$ cat src/rtl/pattern_det_pkg.sv
// Shared types and helpers for the runtime-configurable pattern detector.
//   state_e    : control FSM states (unconfigured, filling window, running)
//   DefMaxLen  : default maximum pattern length
//   DefCntW    : default match counter width
//   len_mask() : mask with the low 'len' bits set (patterns up to MaskW bits)
package pattern_det_pkg;

  typedef enum logic [1:0] {StUncfg, StFill, StRun} state_e;

  localparam int unsigned DefMaxLen = 16;
  localparam int unsigned DefCntW   = 8;
  localparam int unsigned MaskW     = 32;

  function automatic logic [MaskW-1:0] len_mask(input int unsigned len);
    logic [MaskW-1:0] m;
    m = '0;
    for (int unsigned i = 0; i < MaskW; i++) begin
      if (i < len) m[i] = 1'b1;
    end
    return m;
  endfunction

endpackage

$ cat src/rtl/pattern_det_dyn_if.sv
// Serial data, configuration and status bundle of the pattern detector.
//   master : control/data source (drives in_*, cfg_*, cnt_clr; reads status)
//   slave  : the detector (reads in_*, cfg_*, cnt_clr; drives match, match_cnt, armed, cfg_err)
interface pattern_det_dyn_if
  import pattern_det_pkg::*;
#(
  parameter int unsigned MAX_LEN = DefMaxLen,
  parameter int unsigned CNT_W   = DefCntW
);
  localparam int unsigned LEN_W = $clog2(MAX_LEN + 1);

  logic               in_valid;
  logic               in_bit;
  logic               cfg_load;
  logic [MAX_LEN-1:0] cfg_pat;
  logic [LEN_W-1:0]   cfg_len;
  logic               cfg_ovl;
  logic               cnt_clr;
  logic               match;
  logic [CNT_W-1:0]   match_cnt;
  logic               armed;
  logic               cfg_err;

  modport master (
    output in_valid, in_bit, cfg_load, cfg_pat, cfg_len, cfg_ovl, cnt_clr,
    input  match, match_cnt, armed, cfg_err
  );

  modport slave (
    input  in_valid, in_bit, cfg_load, cfg_pat, cfg_len, cfg_ovl, cnt_clr,
    output match, match_cnt, armed, cfg_err
  );

endinterface

$ cat src/rtl/pat_window.sv
// Shift window, fill counter and masked compare of the pattern detector.
//   clk, rst : clock, async active-low reset
//   clr      : clears window and fill counter (wins over shift)
//   shift    : accept bit_in this cycle
//   bit_in   : serial data bit
//   ovl      : overlapping mode; when 0 a hit restarts the fill counter
//   pat, len : active pattern and length
//   hit      : combinational, the accepted bit completes a match
//   full     : combinational, the accepted bit leaves at least len bits in the window
module pat_window
  import pattern_det_pkg::*;
#(
  parameter int unsigned MAX_LEN = DefMaxLen,
  parameter int unsigned LEN_W   = $clog2(MAX_LEN + 1)
) (
  input  logic               clk,
  input  logic               rst,
  input  logic               clr,
  input  logic               shift,
  input  logic               bit_in,
  input  logic               ovl,
  input  logic [MAX_LEN-1:0] pat,
  input  logic [LEN_W-1:0]   len,
  output logic               hit,
  output logic               full
);

  logic [MAX_LEN-1:0] win_q, win_d, win_shift, mask;
  logic [LEN_W-1:0]   fill_q, fill_d, fill_inc;

  always_comb begin
    mask      = MAX_LEN'(len_mask(32'(len)));
    win_shift = {win_q[MAX_LEN-2:0], bit_in};
    fill_inc  = (fill_q == LEN_W'(MAX_LEN)) ? fill_q : fill_q + LEN_W'(1);
    // Compare against the window as it will be after this bit is shifted in.
    full      = shift && (fill_inc >= len);
    hit       = full && (((win_shift ^ pat) & mask) == '0);

    win_d  = win_q;
    fill_d = fill_q;
    if (clr) begin
      win_d  = '0;
      fill_d = '0;
    end else if (shift) begin
      win_d  = win_shift;
      // Non-overlapping: the next match must be built from fresh bits only.
      fill_d = (hit && !ovl) ? '0 : fill_inc;
    end
  end

  always_ff @(posedge clk or negedge rst) begin
    if (!rst) begin
      win_q  <= '0;
      fill_q <= '0;
    end else begin
      win_q  <= win_d;
      fill_q <= fill_d;
    end
  end

endmodule

$ cat src/rtl/pattern_det_dyn.sv
// Runtime-configurable serial bit-pattern detector.
//   clk : rising-edge clock
//   rst : asynchronous active-low reset
//   bus : slave side of pattern_det_dyn_if (serial input, configuration load,
//         counter clear; registered match pulse, saturating match_cnt,
//         armed and cfg_err status)
module pattern_det_dyn
  import pattern_det_pkg::*;
#(
  parameter int unsigned MAX_LEN = DefMaxLen,
  parameter int unsigned CNT_W   = DefCntW
) (
  input  logic                clk,
  input  logic                rst,
  pattern_det_dyn_if.slave    bus
);

  localparam int unsigned LEN_W = $clog2(MAX_LEN + 1);

  state_e             state_q, state_d;
  logic [MAX_LEN-1:0] pat_q, pat_d;
  logic [LEN_W-1:0]   len_q, len_d;
  logic               ovl_q, ovl_d;
  logic               match_q, match_d;
  logic [CNT_W-1:0]   cnt_q, cnt_d;
  logic               err_q, err_d;

  logic cfg_legal, accept, hit, full;

  assign cfg_legal = (bus.cfg_len != '0) && (bus.cfg_len <= LEN_W'(MAX_LEN));
  // A configuration load drops any bit offered in the same cycle.
  assign accept    = bus.in_valid && !bus.cfg_load && (state_q != StUncfg);

  pat_window #(
    .MAX_LEN(MAX_LEN),
    .LEN_W  (LEN_W)
  ) u_win (
    .clk   (clk),
    .rst   (rst),
    .clr   (bus.cfg_load),
    .shift (accept),
    .bit_in(bus.in_bit),
    .ovl   (ovl_q),
    .pat   (pat_q),
    .len   (len_q),
    .hit   (hit),
    .full  (full)
  );

  always_comb begin
    state_d = state_q;
    pat_d   = pat_q;
    len_d   = len_q;
    ovl_d   = ovl_q;
    err_d   = err_q;
    match_d = hit;
    cnt_d   = cnt_q;

    if (bus.cfg_load) begin
      if (cfg_legal) begin
        pat_d   = bus.cfg_pat;
        len_d   = bus.cfg_len;
        ovl_d   = bus.cfg_ovl;
        err_d   = 1'b0;
        state_d = StFill;
      end else begin
        pat_d   = '0;
        len_d   = '0;
        ovl_d   = 1'b0;
        err_d   = 1'b1;
        state_d = StUncfg;
      end
    end else if (accept) begin
      if (hit && !ovl_q) begin
        state_d = StFill;
      end else if (full) begin
        state_d = StRun;
      end
    end

    if (bus.cnt_clr) begin
      cnt_d = '0;
    end else if (hit && (cnt_q != '1)) begin
      cnt_d = cnt_q + CNT_W'(1);
    end
  end

  always_ff @(posedge clk or negedge rst) begin
    if (!rst) begin
      state_q <= StUncfg;
      pat_q   <= '0;
      len_q   <= '0;
      ovl_q   <= 1'b0;
      match_q <= 1'b0;
      cnt_q   <= '0;
      err_q   <= 1'b0;
    end else begin
      state_q <= state_d;
      pat_q   <= pat_d;
      len_q   <= len_d;
      ovl_q   <= ovl_d;
      match_q <= match_d;
      cnt_q   <= cnt_d;
      err_q   <= err_d;
    end
  end

  assign bus.match     = match_q;
  assign bus.match_cnt = cnt_q;
  assign bus.armed     = (state_q != StUncfg);
  assign bus.cfg_err   = err_q;

endmodule

$ cat src/flat_wrapper.sv
// flat-port wrapper written by rule: the top's interface ports become plain ports
module pattern_det_dyn_flat import pattern_det_pkg::*;
#(
  parameter int unsigned MAX_LEN = DefMaxLen,
  parameter int unsigned CNT_W   = DefCntW
)
  (clk, rst, bus_in_valid, bus_in_bit, bus_cfg_load, bus_cfg_pat, bus_cfg_len, bus_cfg_ovl, bus_cnt_clr, bus_match, bus_match_cnt, bus_armed, bus_cfg_err);
  pattern_det_dyn_if #(.MAX_LEN(MAX_LEN), .CNT_W(CNT_W)) bus_i ();
  input  logic clk;
  input  logic rst;
  input wire logic [$bits(bus_i.in_valid)-1:0] bus_in_valid;
  input wire logic [$bits(bus_i.in_bit)-1:0] bus_in_bit;
  input wire logic [$bits(bus_i.cfg_load)-1:0] bus_cfg_load;
  input wire logic [$bits(bus_i.cfg_pat)-1:0] bus_cfg_pat;
  input wire logic [$bits(bus_i.cfg_len)-1:0] bus_cfg_len;
  input wire logic [$bits(bus_i.cfg_ovl)-1:0] bus_cfg_ovl;
  input wire logic [$bits(bus_i.cnt_clr)-1:0] bus_cnt_clr;
  output wire logic [$bits(bus_i.match)-1:0] bus_match;
  output wire logic [$bits(bus_i.match_cnt)-1:0] bus_match_cnt;
  output wire logic [$bits(bus_i.armed)-1:0] bus_armed;
  output wire logic [$bits(bus_i.cfg_err)-1:0] bus_cfg_err;
  assign bus_i.in_valid = bus_in_valid;
  assign bus_i.in_bit = bus_in_bit;
  assign bus_i.cfg_load = bus_cfg_load;
  assign bus_i.cfg_pat = bus_cfg_pat;
  assign bus_i.cfg_len = bus_cfg_len;
  assign bus_i.cfg_ovl = bus_cfg_ovl;
  assign bus_i.cnt_clr = bus_cnt_clr;
  assign bus_match = bus_i.match;
  assign bus_match_cnt = bus_i.match_cnt;
  assign bus_armed = bus_i.armed;
  assign bus_cfg_err = bus_i.cfg_err;
  pattern_det_dyn #(.MAX_LEN(MAX_LEN), .CNT_W(CNT_W)) u_core (.clk(clk), .rst(rst), .bus(bus_i));
endmodule
$ cat config.mk
export PLATFORM = sky130hd
export DESIGN_NAME = pattern_det_dyn_flat
export DESIGN_NICKNAME = d
export VERILOG_FILES = /design/src/rtl/pattern_det_pkg.sv /design/src/rtl/pattern_det_dyn_if.sv /design/src/rtl/pat_window.sv /design/src/rtl/pattern_det_dyn.sv /design/src/flat_wrapper.sv
export SDC_FILE = /design/constraint.sdc
export NUM_CORES = 1
export LEC_CHECK = 0
export BUFFER_PORTS_ARGS = -buffer_cell sky130_fd_sc_hd__buf_2
export CORE_MARGIN = 4
export CORE_UTILIZATION = 62
export DETAILED_ROUTE_END_ITERATION = 12
export GPL_ROUTABILITY_DRIVEN = 0
export GPL_TIMING_DRIVEN = 0
export MAX_ROUTING_LAYER = met4
export PLACE_DENSITY_LB_ADDON = 0.05
export SLEW_MARGIN = 40
export SYNTH_ARGS = -nofsm -noshare
export SYNTH_HDL_FRONTEND = slang
export SYNTH_HIERARCHICAL = 1
export SYNTH_SLANG_ARGS = --single-unit
$ cat constraint.sdc
create_clock -name clk -period 6.1 [get_ports clk]
set_input_delay 0.915 -clock clk [delete_from_list [all_inputs] [get_ports clk]]
set_output_delay 0.915 -clock clk [all_outputs]
set_load 0.01 [all_outputs]
Yosys cells after proc, flatten, opt, wreduce, memory -nomap -nowiden
Index checks and enable logic that the tools add are counted.
{"block": "totals", "ff_bits": 54, "latch_bits": 0, "mem_bits_rw": 0, "rom_bits": 0, "inputBits": 28, "output_inout_bits": 11, "elab_cells": 82, "mem_count": 0}
{"block": "classes", "n_addsub": 2, "mul": 0, "div": 0, "order_cmp": 18, "n_eq_ne": 2, "shift": 0, "muxes": 33, "bitwise": 2, "n_reduce_logical": 16}
{"op": "$lt 4x5->1 const A", "count": 8}
{"op": "$mux 15", "count": 2}
{"op": "$mux 5", "count": 5}
{"op": "$lt 3x5->1 const A", "count": 4}
{"op": "$mux 1", "count": 19}
{"op": "$and 16x16->16", "count": 1}
{"op": "$logic_not 16->1", "count": 1}
{"op": "$mux 16", "count": 1}
{"op": "$mux 8", "count": 2}
{"op": "$xor 16x16->16", "count": 1}
{"op": "$lt 1x5->1 const A", "count": 2}
{"op": "$lt 2x5->1 const A", "count": 2}
{"op": "$add 8x1->8 const B", "count": 1}
{"op": "$mux 2", "count": 4}
{"op": "$ne 8x8->1 const B", "count": 1}
{"op": "$logic_and 1x1->1", "count": 7}
{"op": "$reduce_bool 2->1", "count": 3}
{"op": "$add 5x1->5 const B", "count": 1}
{"op": "$eq 5x5->1 const B", "count": 1}
{"op": "$ge 5x5->1", "count": 1}
{"op": "$le 5x5->1 const B", "count": 1}
{"op": "$reduce_bool 5->1", "count": 1}
{"op": "$reduce_bool 3->1", "count": 1}
{"op": "$logic_not 1->1", "count": 2}
{"op": "$reduce_and 2->1", "count": 1}

Longest topological paths before layout
{"block": "logic_depth", "depth_word": 9, "depth_mapped": 14, "ltp_nobuf": 14}

By module
The synthesis kept the hierarchy.
{"mod": "pattern_det_dyn", "instances": 1, "cells_per_inst": 153, "area_each_um2": 1570.3, "seq_area_each_um2": 850.8}
{"mod": "pat_window", "instances": 1, "cells_per_inst": 144, "area_each_um2": 1388.8, "seq_area_each_um2": 500.5}

Worst setup path before layout
OpenSTA, ideal clock, no wires.
{"block": "synth_path", "kind": "input to register", "from": "in bus_in_valid", "to": "reg u_core.cnt_q[7] (netlist: u_core/bus.match_cnt[7])", "setup_time_ps": 127, "arrival_time_ps": 2854, "slack_ps": 3119, "path_stages": 11, "path_cell_list": "o21a_1 -> nor2b_1 -> buf_4 -> o21ai_0 -> nor2_1 -> o211ai_1 -> nor4b_2 -> nor2b_1 -> and4_2 -> nand4b_1 -> mux2_1"}
{"block": "synth_between", "elab_chain_len": 6}
{"element": "from (decl)", "line": "flat_wrapper.sv:11", "text": "input wire logic [$bits(bus_i.in_valid)-1:0] bus_in_valid;"}
{"element": "$logic_and 1x1->1 (2 in series)", "line": "pattern_det_dyn.sv:32", "text": "assign accept = bus.in_valid && !bus.cfg_load && (state_q != StUncfg);"}
{"element": "via u_core.accept", "line": "pattern_det_dyn.sv:28", "text": "logic cfg_legal, accept, hit, full;"}
{"element": "$logic_and 1x1->1", "line": "pat_window.sv:36", "text": "full = shift && (fill_inc >= len);"}
{"element": "$logic_and 1x1->1", "line": "pat_window.sv:37", "text": "hit = full && (((win_shift ^ pat) & mask) == '0);"}
{"element": "via u_core.hit", "line": "pattern_det_dyn.sv:28"}
{"element": "$logic_and 1x1->1", "line": "pattern_det_dyn.sv:83", "text": "end else if (hit && (cnt_q != '1)) begin"}
{"element": "$reduce_bool 2->1 (no line)"}
{"element": "to (signal assigned)", "line": "pattern_det_dyn.sv:103", "text": "cnt_q <= cnt_d;"}
{"element": "to (decl)", "line": "pattern_det_dyn.sv:25", "text": "logic [CNT_W-1:0] cnt_q, cnt_d;"}
The timed path passes the listed nets, and every way through them passes these cells.
A chain may end at the register's enable or synchronous reset.

Worst setup path in the final report
{"block": "layout_path", "from": "reg u_core.u_win.fill_q[0]", "to": "reg u_core.cnt_q[7] (netlist: u_core/bus.match_cnt[7])"}
{"block": "layout_between", "elab_chain_len": 7, "elab_cells_between_ends": 8}
{"element": "from (decl)", "line": "pat_window.sv:29", "text": "logic [LEN_W-1:0] fill_q, fill_d, fill_inc;"}
{"element": "from (signal assigned)", "line": "pat_window.sv:57", "text": "fill_q <= fill_d;"}
{"element": "$add 5x1->5 / $eq 5x5->1 (equally long branches)", "line": "pat_window.sv:34", "text": "fill_inc = (fill_q == LEN_W'(MAX_LEN)) ? fill_q : fill_q + LEN_W'(1);"}
{"element": "$mux 5 (*)", "line": "pat_window.sv:34"}
{"element": "$ge 5x5->1 (*)", "line": "pat_window.sv:36"}
{"element": "$logic_and 1x1->1 (*)", "line": "pat_window.sv:36"}
{"element": "$logic_and 1x1->1 (*)", "line": "pat_window.sv:37"}
{"element": "via u_core.hit", "line": "pattern_det_dyn.sv:28"}
{"element": "$logic_and 1x1->1 (*)", "line": "pattern_det_dyn.sv:83"}
{"element": "$reduce_bool 2->1 (no line) (*)"}
Mark *: on every way through the listed nets, which the timed path passes. The rest lies on a longest branch.

==> out/qor.yml <==
status: "finished clean"
setup_violations: 0
critPathMaxStageDelay_ns: 0.43
critPathLaunchType: "register"
r2r_end: "u_core/bus.match_cnt[7]"
netlist_area_um2: 2959
pre_cts_ws_ns: 2.576
skew_ns: 0.005210
holdPathEnd: "u_core/bus.cfg_err"
grt_pass1_wl_mm: 11.07
cts_buffer_depth: 2
drc_errors: 0
drt_first_pass_iters: 4
cpMostUsedCell: "ha_1"
fmax_ghz: 0.2908
finalPower_uw: 721.7
wl_per_cell_um: 16.36
ioPinCount: 39
power.density_nw_per_um2: 217.3
final_util_pct: 74.25
slew_viol_final: 0
num_vias: 2305
drt_iter0_drc: 99
grt_pass1_vias: 2351
insertion_delay_ns: 0.30
drt-total-wl_mm: 6.445
cp_slowest_cell: "dfrtp_1"
slew_headroom_pct: 50.40
antenna_found_initial: 0
end_kind: "register"
synth_seq_area_share_pct: 45.67
rsz0062_at_grt: "false"
hold_ws_ns: 0.5118
synth_cells: 297
drv_cap: 0
grt_usage_pct: 23.77
fp.dieW_um: 77.09
finalHoldViolations: 0
dieArea_um2: 5942
numPortBuffers: 37
final_common_cell: "dfrtp_1"
r2r-start: "u_core/u_win/fill_q[0]"
clkTransAtPathRegs_ns: 0.09
synth_ff_type: "dfrtp_1"
cts_htree_levels: 2
synthesis.nets: 334
postCtsSetupRepairBufs: 0
layout.nets: 378
cts_made_buffers: 5
min_delay_path_depth: 1
cts.repair.resized: 0
hp-class: "register to register"
tightest_slew_ns: 0.7441
syn_to_final_growth_pct: 12.26
r2r_slack_ns: 2.66
layout-drive-gt1-share_pct: 18.71
final_cell_mix: "dfrtp_1 (54), buf_2 (38), o21ai_0 (29)"
worst_slack_ns: 2.662
cp.arrival_ns: 3.63
cts_tree: "yes"
via_per_inst: 5.850
yosysWarnings: 6
leakagePower_uw: 0.001533
antenna_cells: 0
r2r_cells: 14
cp_cell_sequence: "inv_1 -> ha_1 -> nand2_1 -> nor3_1 -> xnor2_1 -> ha_1 -> nor3b_1 -> o21ai_0 -> o211ai_1 -> nor4b_2 -> nor2b_1 -> and4_2 -> nand4b_1 -> mux2_1"
start_util_pct: 66.14
cts_sinks: 54
synth-edff-count: 0
ys_ff_latch: 54
num_rows: 24
tns_ns: 0
fin_crit_ns: 3.438
yosys.cell_types.count: 55
postCtsHoldBufs: 0
fp.coreArea_um2: 4474
min_period_over_period_pct: 56.37
fill_cells: 332
die_h_um: 77.09
vdd_drop_max_mv: 0.1360
grt_overflow: 0
avgSynthCellArea_um2: 9.963
required_ns: 6.29
hp-start: "u_core/bus.cfg_err"
criticalPathCategory: "register to register"
cts-root-buf: "clkbuf_8"
grt_max_degree: 55
hpwl_mm: 4.694
cp_max_fo: 7
synthArstFlopShare_pct: 100.0
ant_nets: 0
## logic make-up (layout without fill, tap and decap cells)
group           count (synthesis)  count (layout)  share of synthesized area, %
mux                            20              20                         6.934
simple gates                   83              83                         16.83
fa+ha+maj                      10              10                         4.144
buf+inv                        44              89                         6.850
flops                          54              54                         45.67
compound gates                 67              67                         13.95
xor+xnor                       19              19                         5.624
## report_power, final
part	total, uW	switching, uW	internal (uW)
Clock	226	111	115
Combinational	107	59.5	47.7
Sequential	389	15.0	374
Total	722	186	536
## state kept, by name (all words and copies together), names as in the netlist
register and count:
u_core/bus.cfg_err 1, u_core/bus.match 1, u_core/bus.match_cnt 8, u_core/len_q 5, u_core/ovl_q 1, u_core/pat_q 16
u_core/state_q 2, u_core/u_win/fill_q 5, u_core/u_win/win_q 15
## routing by layer
metal | vias up | global-route usage [%] | wire [um]
met5 | - | - | 0
met2 | 45 | 39.37 | 3266
met3 | 8 | 4.450 | 216
met4 | 0 | 6.940 | 75
li1 | 1124 | - | -
met1 | 1128 | 29.89 | 2886
## synth_stat cells (2+ instances only)
library cell  number  area (um^2)
nand3_1            5        25.02
a211oi_1           2        15.01
and3_1             2        12.51
mux2_1             2        22.52
xor2_1             6        52.55
a22o_1             2        17.52
nor2b_1            8        50.05
nor2_1            22        82.58
buf_6              4        45.04
clkbuf_1           7        26.28
xnor2_1           13        113.9
a311oi_1           2        17.52
a21oi_1           13        65.06
a32o_1             4        40.04
mux2i_1           16        160.2
buf_2              2        10.01
nand3b_1          19        142.6
inv_1             27        101.4
nand2_1            5        18.77
a31oi_1            3        18.77
nand2b_1           2        12.51
dfrtp_1           54         1351
ha_1               9        112.6
nor4_1             2        12.51
mux2_2             2        22.52
o211ai_1           3        22.52
o21ai_0           29        145.1
nor3_1             5        25.02
## final cells by class
type                            instances  area, um^2  share of cell area [%]
Multi-Input combinational cell        199        1405                   42.30
Sequential cell                        54        1351                   40.68
Timing Repair Buffer                   37       187.7                   5.650
Clock buffer                            8       110.1                   3.315
Inverter                               28       105.1                   3.164
Buffer                                 16       97.59                   2.938
Tap cell                               52       65.06                   1.959
## worst max-delay path by stage
stage,startpoint,end,cells after the start
floorplan,bus_in_valid,u_core/bus.match_cnt[7],11
global placement,bus_in_valid,u_core/bus.match_cnt[7],12
detailed placement,bus_in_valid,u_core/bus.match_cnt[7],12
CTS,u_core/u_win/fill_q[0],u_core/bus.match_cnt[7],14
global route,u_core/u_win/fill_q[0],u_core/bus.match_cnt[7],14
finish,u_core/u_win/fill_q[0],u_core/bus.match_cnt[7],14
## critical path, delay by kind of cell (launching register included)
kind                       cells  cell delay (ns)
xor gates and xnor gates       1             0.14
AOI/OAI and AO/OA              2             0.38
and+or+nand+nor                7             1.51
adders and majority gates      2             0.44
buffers and inverters          1             0.11
DFF                            1             0.43
muxes                          1             0.32
## stage by stage
step | cell area, um^2 | cells
6_report | 3322 | 394
5_1_grt | 3322 | 394
4_1_cts | 3322 | 394
3_5_place_dp | 3212 | 386
3_3_place_gp | 3209 | 386
2_1_floorplan | 2959 | 297
Power figures use the tool's default switching activity.
